<file path="src/rtl/op_link_pkg.sv">
// op_link_pkg: op word constants, FSM state type and keyboard word builder shared by the op send scheduler
package op_link_pkg;
  localparam int OP_WORD_W = 40;
  localparam logic [OP_WORD_W-1:0] OP_PWR_ON = 40'hC671000000;
  localparam logic [OP_WORD_W-1:0] OP_AUDIO_REQ = 40'h0700000000;
  localparam logic [7:0] OP_KBD_HDR = 8'hC6;
  localparam logic [7:0] OP_KBD_MOUSE = 8'h01;
  localparam logic [7:0] OP_KBD_KEY = 8'h10;
  typedef enum logic [1:0] {IDLE, LOAD, SHIFT, GAP} state_t;
  function automatic logic [OP_WORD_W-1:0] kbd_word(input logic is_mouse, input logic [15:0] data);
    return {OP_KBD_HDR, is_mouse ? OP_KBD_MOUSE : OP_KBD_KEY, 8'h00, data};
  endfunction
endpackage

</file>
<file path="src/rtl/op_send_scheduler_if.sv">
// op_send_scheduler_if: request/keyboard inputs and serial link outputs of the op send scheduler
//   master: drives power_on_req, audio_req, kbd_ready, kbd_is_mouse, kbd_data; sees kbd_ack, tx_data, tx_frame, busy
//   slave : the scheduler side of the same signals
interface op_send_scheduler_if;
  logic power_on_req;
  logic audio_req;
  logic kbd_ready;
  logic kbd_is_mouse;
  logic [15:0] kbd_data;
  logic kbd_ack;
  logic tx_data;
  logic tx_frame;
  logic busy;
  modport master(
    output power_on_req, audio_req, kbd_ready, kbd_is_mouse, kbd_data,
    input kbd_ack, tx_data, tx_frame, busy
  );
  modport slave(
    input power_on_req, audio_req, kbd_ready, kbd_is_mouse, kbd_data,
    output kbd_ack, tx_data, tx_frame, busy
  );
endinterface

</file>
<file path="src/rtl/op_bit_serializer.sv">
// op_bit_serializer: loads a 40-bit op word and shifts it out MSB-first, one bit every BIT_DIV clocks
//   clk, rst_n : clock, async active-low reset
//   load, word : capture word and start shifting
//   msb        : current serial bit (shift register MSB)
//   done       : high in the last clock of the last bit-time
module op_bit_serializer
  import op_link_pkg::*;
#(
  parameter int BIT_DIV = 4
) (
  input  logic                 clk,
  input  logic                 rst_n,
  input  logic                 load,
  input  logic [OP_WORD_W-1:0] word,
  output logic                 msb,
  output logic                 done
);
  localparam int DW = (BIT_DIV > 2) ? $clog2(BIT_DIV) : 1;
  logic [OP_WORD_W-1:0] shreg;
  logic [DW-1:0] div_cnt;
  logic [5:0] bit_cnt;
  logic active;
  logic tick;
  assign tick = active && div_cnt == DW'(BIT_DIV - 1);
  assign done = tick && bit_cnt == 6'(OP_WORD_W - 1);
  assign msb = shreg[OP_WORD_W-1];
  always_ff @(posedge clk or negedge rst_n) begin
    if (!rst_n) begin
      shreg <= '0;
      div_cnt <= '0;
      bit_cnt <= '0;
      active <= 1'b0;
    end else if (load) begin
      shreg <= word;
      div_cnt <= '0;
      bit_cnt <= '0;
      active <= 1'b1;
    end else if (active) begin
      div_cnt <= tick ? '0 : div_cnt + 1'b1;
      if (tick) begin
        shreg <= shreg << 1;
        bit_cnt <= bit_cnt + 1'b1;
        active <= !done;
      end
    end
  end
endmodule

</file>
<file path="src/rtl/op_send_scheduler.sv">
// op_send_scheduler: latches op requests, arbitrates one per packet slot and serialises the 40-bit op word
//   clk, rst_n : clock, async active-low reset (released synchronously)
//   bus (slave): power_on_req, audio_req, kbd_ready, kbd_is_mouse, kbd_data in; kbd_ack, tx_data, tx_frame, busy out
//   OPSCHED_STARVE_GUARD_EN: when defined, keyboard beats audio once after STARVE_MAX consecutive audio wins
module op_send_scheduler
  import op_link_pkg::*;
#(
  parameter int BIT_DIV = 4,
  parameter int GAP_BITS = 2,
  parameter int STARVE_MAX = 3
) (
  input logic clk,
  input logic rst_n,
  op_send_scheduler_if.slave bus
);
  localparam int GAP_LEN = GAP_BITS * BIT_DIV;
  localparam int GW = $clog2(GAP_LEN + 1);
  logic [1:0] rst_q;
  logic rst_i_n;
  state_t state, nstate;
  logic pend_pwr, pend_aud;
  logic [GW-1:0] gap_cnt;
  logic g_pwr, g_aud, g_kbd, win, force_kbd, any_req, ser_msb, ser_done;
  logic [OP_WORD_W-1:0] word;
  // Reset asserts asynchronously everywhere but releases on a clock edge
  always_ff @(posedge clk or negedge rst_n) begin
    if (!rst_n) rst_q <= 2'b00;
    else rst_q <= {rst_q[0], 1'b1};
  end
  assign rst_i_n = rst_q[1];
`ifdef OPSCHED_STARVE_GUARD_EN
  localparam int SW = ($clog2(STARVE_MAX + 1) < 2) ? 2 : $clog2(STARVE_MAX + 1);
  logic [SW-1:0] starve_cnt;
  assign force_kbd = bus.kbd_ready && starve_cnt >= SW'(STARVE_MAX);
  always_ff @(posedge clk or negedge rst_i_n) begin
    if (!rst_i_n) starve_cnt <= '0;
    else if (state == LOAD)
      starve_cnt <= (!bus.kbd_ready || g_kbd) ? '0 :
                    (g_aud && starve_cnt < SW'(STARVE_MAX)) ? starve_cnt + 1'b1 : starve_cnt;
  end
`else
  assign force_kbd = 1'b0;
`endif
  always_comb begin
    g_pwr = state == LOAD && pend_pwr;
    g_aud = state == LOAD && !pend_pwr && pend_aud && !force_kbd;
    g_kbd = state == LOAD && !pend_pwr && bus.kbd_ready && (force_kbd || !pend_aud);
    win = g_pwr || g_aud || g_kbd;
    word = g_pwr ? OP_PWR_ON : g_aud ? OP_AUDIO_REQ : kbd_word(bus.kbd_is_mouse, bus.kbd_data);
    // Raw pulses count too so a request from IDLE reaches the line two clocks later
    any_req = pend_pwr || pend_aud || bus.kbd_ready || bus.power_on_req || bus.audio_req;
    nstate = state == IDLE ? (any_req ? LOAD : IDLE) :
             state == LOAD ? (win ? SHIFT : IDLE) :
             state == SHIFT ? (ser_done ? GAP : SHIFT) :
             (gap_cnt == GW'(GAP_LEN - 1) ? IDLE : GAP);
  end
  always_ff @(posedge clk or negedge rst_i_n) begin
    if (!rst_i_n) begin
      state <= IDLE;
      pend_pwr <= 1'b0;
      pend_aud <= 1'b0;
      gap_cnt <= '0;
    end else begin
      state <= nstate;
      pend_pwr <= bus.power_on_req || (pend_pwr && !g_pwr);
      pend_aud <= bus.audio_req || (pend_aud && !g_aud);
      gap_cnt <= (state == GAP) ? gap_cnt + 1'b1 : '0;
    end
  end
  op_bit_serializer #(.BIT_DIV(BIT_DIV)) u_ser (
    .clk(clk),
    .rst_n(rst_i_n),
    .load(win),
    .word(word),
    .msb(ser_msb),
    .done(ser_done)
  );
  assign bus.kbd_ack = g_kbd;
  assign bus.tx_frame = state == SHIFT;
  assign bus.tx_data = state == SHIFT && ser_msb;
  assign bus.busy = state != IDLE;
endmodule

</file>
<file path="src/flat_wrapper.sv">
// flat-port wrapper written by rule: the top's interface ports become plain ports
module op_send_scheduler_flat import op_link_pkg::*;
#(
  parameter int BIT_DIV = 4,
  parameter int GAP_BITS = 2,
  parameter int STARVE_MAX = 3
)
  (clk, rst_n, bus_power_on_req, bus_audio_req, bus_kbd_ready, bus_kbd_is_mouse, bus_kbd_data, bus_kbd_ack, bus_tx_data, bus_tx_frame, bus_busy);
  op_send_scheduler_if bus_i ();
  input logic clk;
  input logic rst_n;
  input wire logic [$bits(bus_i.power_on_req)-1:0] bus_power_on_req;
  input wire logic [$bits(bus_i.audio_req)-1:0] bus_audio_req;
  input wire logic [$bits(bus_i.kbd_ready)-1:0] bus_kbd_ready;
  input wire logic [$bits(bus_i.kbd_is_mouse)-1:0] bus_kbd_is_mouse;
  input wire logic [$bits(bus_i.kbd_data)-1:0] bus_kbd_data;
  output wire logic [$bits(bus_i.kbd_ack)-1:0] bus_kbd_ack;
  output wire logic [$bits(bus_i.tx_data)-1:0] bus_tx_data;
  output wire logic [$bits(bus_i.tx_frame)-1:0] bus_tx_frame;
  output wire logic [$bits(bus_i.busy)-1:0] bus_busy;
  assign bus_i.power_on_req = bus_power_on_req;
  assign bus_i.audio_req = bus_audio_req;
  assign bus_i.kbd_ready = bus_kbd_ready;
  assign bus_i.kbd_is_mouse = bus_kbd_is_mouse;
  assign bus_i.kbd_data = bus_kbd_data;
  assign bus_kbd_ack = bus_i.kbd_ack;
  assign bus_tx_data = bus_i.tx_data;
  assign bus_tx_frame = bus_i.tx_frame;
  assign bus_busy = bus_i.busy;
  op_send_scheduler #(.BIT_DIV(BIT_DIV), .GAP_BITS(GAP_BITS), .STARVE_MAX(STARVE_MAX)) u_core (.clk(clk), .rst_n(rst_n), .bus(bus_i));
endmodule
</file>
<file path="config.mk">
export PLATFORM = sky130hd
export DESIGN_NAME = op_send_scheduler_flat
export DESIGN_NICKNAME = d
export VERILOG_FILES = /design/src/rtl/op_link_pkg.sv /design/src/rtl/op_send_scheduler_if.sv /design/src/rtl/op_bit_serializer.sv /design/src/rtl/op_send_scheduler.sv /design/src/flat_wrapper.sv
export SDC_FILE = /design/constraint.sdc
export NUM_CORES = 1
export LEC_CHECK = 0
export ABC_CLOCK_PERIOD_IN_PS = 3600
export BUFFER_PORTS_ARGS = -buffer_cell sky130_fd_sc_hd__buf_2
export CAP_MARGIN = 20
export CORE_MARGIN = 2
export CORE_UTILIZATION = 45
export DETAILED_ROUTE_END_ITERATION = 8
export PLACE_DENSITY_LB_ADDON = 0.08
export SYNTH_ARGS = -nofsm -noshare
export SYNTH_HDL_FRONTEND = slang
export SYNTH_SLANG_ARGS = --single-unit
</file>
<file path="constraint.sdc">
create_clock -name clk -period 3.6 [get_ports clk]
set_input_delay 0.72 -clock clk [delete_from_list [all_inputs] [get_ports clk]]
set_output_delay 0.72 -clock clk [all_outputs]
set_load 0.005 [all_outputs]
</file>
==> metrics.yaml <==
grt_use_total: 0.1887
rows: 27
start_util: 0.4739
area_growth_pct: 16.71
fmax_mhz: 437.1
syn_inst: 263
ant_nets: 0
r2r-start: "u_core.pend_aud"
startpoint_type: "flop"
cp_max_fo: 22
route.met2.wl_mm: 2.439
fill_cells: 523
finalNetCount: 314
wl_mm: 5.464
top_layer_used: "met4"
overflow: 0
grt_pass1_vias: 1944
fin_cells: 366
peakVddDrop_uv: 405.9
fin_total_pwr_uw: 2545
htree_levels: 3
final_util: 0.5531
finalHoldViolations: 0
yosysSeqAreaShare: 0.5556
antenna_found_initial: 0
cts_tree: "done"
drive_above_1_share: 0.1973
yosysUniqueCellTypes: 41
routedWlPerCell_um: 14.93
viasPerCell: 5.607
ctsHoldBuffers: 0
regToRegEndpoint: "u_core.u_ser.bit_cnt[5]"
switchingPower_uw: 783.0
ys_warn_count: 0
grt_pass1_wl_mm: 9.397
dr.pass1.iters: 4
die_w_um: 80.85
portBuffers: 25
cap_violations: 0
cts_root_buf: "clkbuf_8"
dp.cells: 349
post-route-min-period_ns: 2.288
setup_viol: 0
syn-num-nets: 288
cts_resized: 0
leakagePower_uw: 0.001374
r2r_cells: 5
multi_input_area_um2: 1065
wl_met3_um: 229
regArea_um2: 1478
post_cts_buffers: 0
rsz0062_at_grt: "false"
drcViolationCount: 0
power_density_nw_per_um2: 820.5
fp.dieH_um: 80.85
coreArea_um2: 5608
cp-end-kind: "output port"
synth_area_um2: 2658
num_vias: 2052
fp.dieArea_um2: 6537
cts_sinks: 59
required_ns: 2.88
post-route-period-util: 0.6355
r2r_slack_ns: 1.63
power_frac_seq: 0.431
final_max_slew_viol_count: 0
hold_slack_ns: 0.06541
switching_share: 0.3077
clk_path_buf_depth: 2
max-slew-margin-rel: 0.4467
fin_setup_tns_ns: 0
clkPwrFrac: 0.288
path_clk_slew_ns: 0.07
gp_congestion: 0.6820
hp-class: "flop to asynchronous set/reset pin"
status: "finished, final reports clean"
worstSetupStartpoint: "u_core.state[1]"
synth.ff_latch_count: 59
cp_data_arrival_time_ns: 1.57
n_antenna_cell: 0
ios: 26
criticalPathCategory: "flop to output port"
drt_iter0_drc: 93
syn_avg_cell_area_um2: 10.10
clk_latency_ns: 0.33
hpwl_mm: 3.394
final.setup_skew_ns: 0.006092
p_int_uw: 1762
most-common-layout-cells: "dfrtp_1 (58), nand2_1 (50), buf_2 (25)"
tightest_slew_ns: 0.8269
cts_buffers: 9
grt_max_degree: 44
drt-met1-wl_mm: 2.698
layout_commonest_cell: "dfrtp_1"
power_frac_comb: 0.281
[state kept, by name, indices dropped and copies added (netlist names)]
| register | count |
|---|---|
| u_core.u_ser.bit_cnt | 6 |
| u_core.gap_cnt | 4 |
| u_core.pend_aud | 1 |
| u_core.pend_pwr | 1 |
| u_core.state | 2 |
| u_core.u_ser.div_cnt | 2 |
| u_core.rst_q | 2 |
| u_core.u_ser.active | 1 |
| u_core.u_ser.shreg | 40 |
[per-stage QoR]
| step | setup slack [ns] | cell area (um^2) |
|---|---|---|
| 2_1_floorplan | 1.690 | 2658 |
| 3_3_place_gp | 1.342 | 2840 |
| 3_5_place_dp | 1.272 | 2840 |
| 4_1_cts | 1.284 | 3082 |
| 5_1_grt | 1.191 | 3102 |
| 6_report | 1.312 | 3102 |
[cell families (layout without fill, tap and decap cells)]
logic type	Yosys count	after routing	synth area share
and+or+nand+nor	97	97	0.1733
AOI/OAI and AO/OA	73	73	0.1916
DFF	59	59	0.5556
buffers and inverters	24	55	0.04378
xor gates and xnor gates	5	5	0.01648
adders and majority gates	3	3	0.01413
other	1	1	0.001411
muxes	1	1	0.003767
[worst max path at each step]
stage,slack (ns),to,cells past startpoint
final,1.31,bus_kbd_ack,4
after global routing,1.19,bus_kbd_ack,4
after CTS,1.28,bus_kbd_ack,4
after detailed placement,1.27,u_core.u_ser.bit_cnt[4],6
after global placement,1.34,u_core.u_ser.bit_cnt[5],6
after floorplan,1.69,bus_kbd_ack,3
[power by group through the flow]
stage	Sequential (uW)	Combinational, uW	Clock (uW)
final	1100	716	732
after global routing	1130	820	775
after CTS	1100	718	750
after detailed placement	1110	713	0
after global placement	1110	703	0
after floorplan	1070	586	0
[per-layer routing]
metal	up-vias	global-route usage
met5	-	0
met4	0	0.09153
met3	10	0.04222
met2	48	0.2826
met1	1001	0.2594
li1	993	-
[final cells by class]
type	count	area share
Sequential cell	59	0.4764
Timing Repair Buffer	35	0.06858
Multi-Input combinational cell	180	0.3433
Clock inverter	5	0.03227
Tap cell	72	0.02904
Inverter	4	0.004841
Clock buffer	11	0.04558
[critical path, stage by stage (launching register included)]
cell	delay, ns
dfrtp_1	0.46
nor3b_2	0.20
buf_4	0.28
and2_1	0.19
buf_2	0.11
[synthesized netlist by cell type]
cell | n | area share
o2bb2ai_1 | 2 | 0.0066
and3b_1 | 1 | 0.0033
o221ai_2 | 1 | 0.0056
nor3_1 | 1 | 0.0019
o22ai_1 | 16 | 0.038
clkbuf_1 | 7 | 0.0099
inv_1 | 4 | 0.0056
and2_0 | 1 | 0.0024
or2_2 | 1 | 0.0024
nor3_2 | 1 | 0.0038
nand4_2 | 1 | 0.0047
a32o_1 | 3 | 0.011
conb_1 | 1 | 0.0014
a21oi_1 | 20 | 0.038
nor3b_2 | 1 | 0.0047
xor2_1 | 2 | 0.0066
or4b_4 | 1 | 0.0052
nand2_1 | 50 | 0.071
buf_4 | 4 | 0.011
o31ai_1 | 1 | 0.0028
nor2b_1 | 1 | 0.0024
buf_2 | 9 | 0.017
or3_1 | 2 | 0.0047
o21ai_2 | 1 | 0.0033
a21o_1 | 4 | 0.011
ha_1 | 3 | 0.014
o21bai_1 | 1 | 0.0028
nand2b_1 | 2 | 0.0047
a31oi_1 | 1 | 0.0024
a32oi_1 | 3 | 0.0099
dfrtp_1 | 59 | 0.56
or2_1 | 1 | 0.0024
or4_1 | 1 | 0.0028
o21ai_0 | 4 | 0.0075
and2_1 | 2 | 0.0047
xnor2_1 | 3 | 0.0099
nand3_1 | 20 | 0.038
mux2i_1 | 1 | 0.0038
a2bb2oi_1 | 16 | 0.053
and3_1 | 1 | 0.0024
nor2_1 | 9 | 0.013
(Power assumes the default switching activity.)
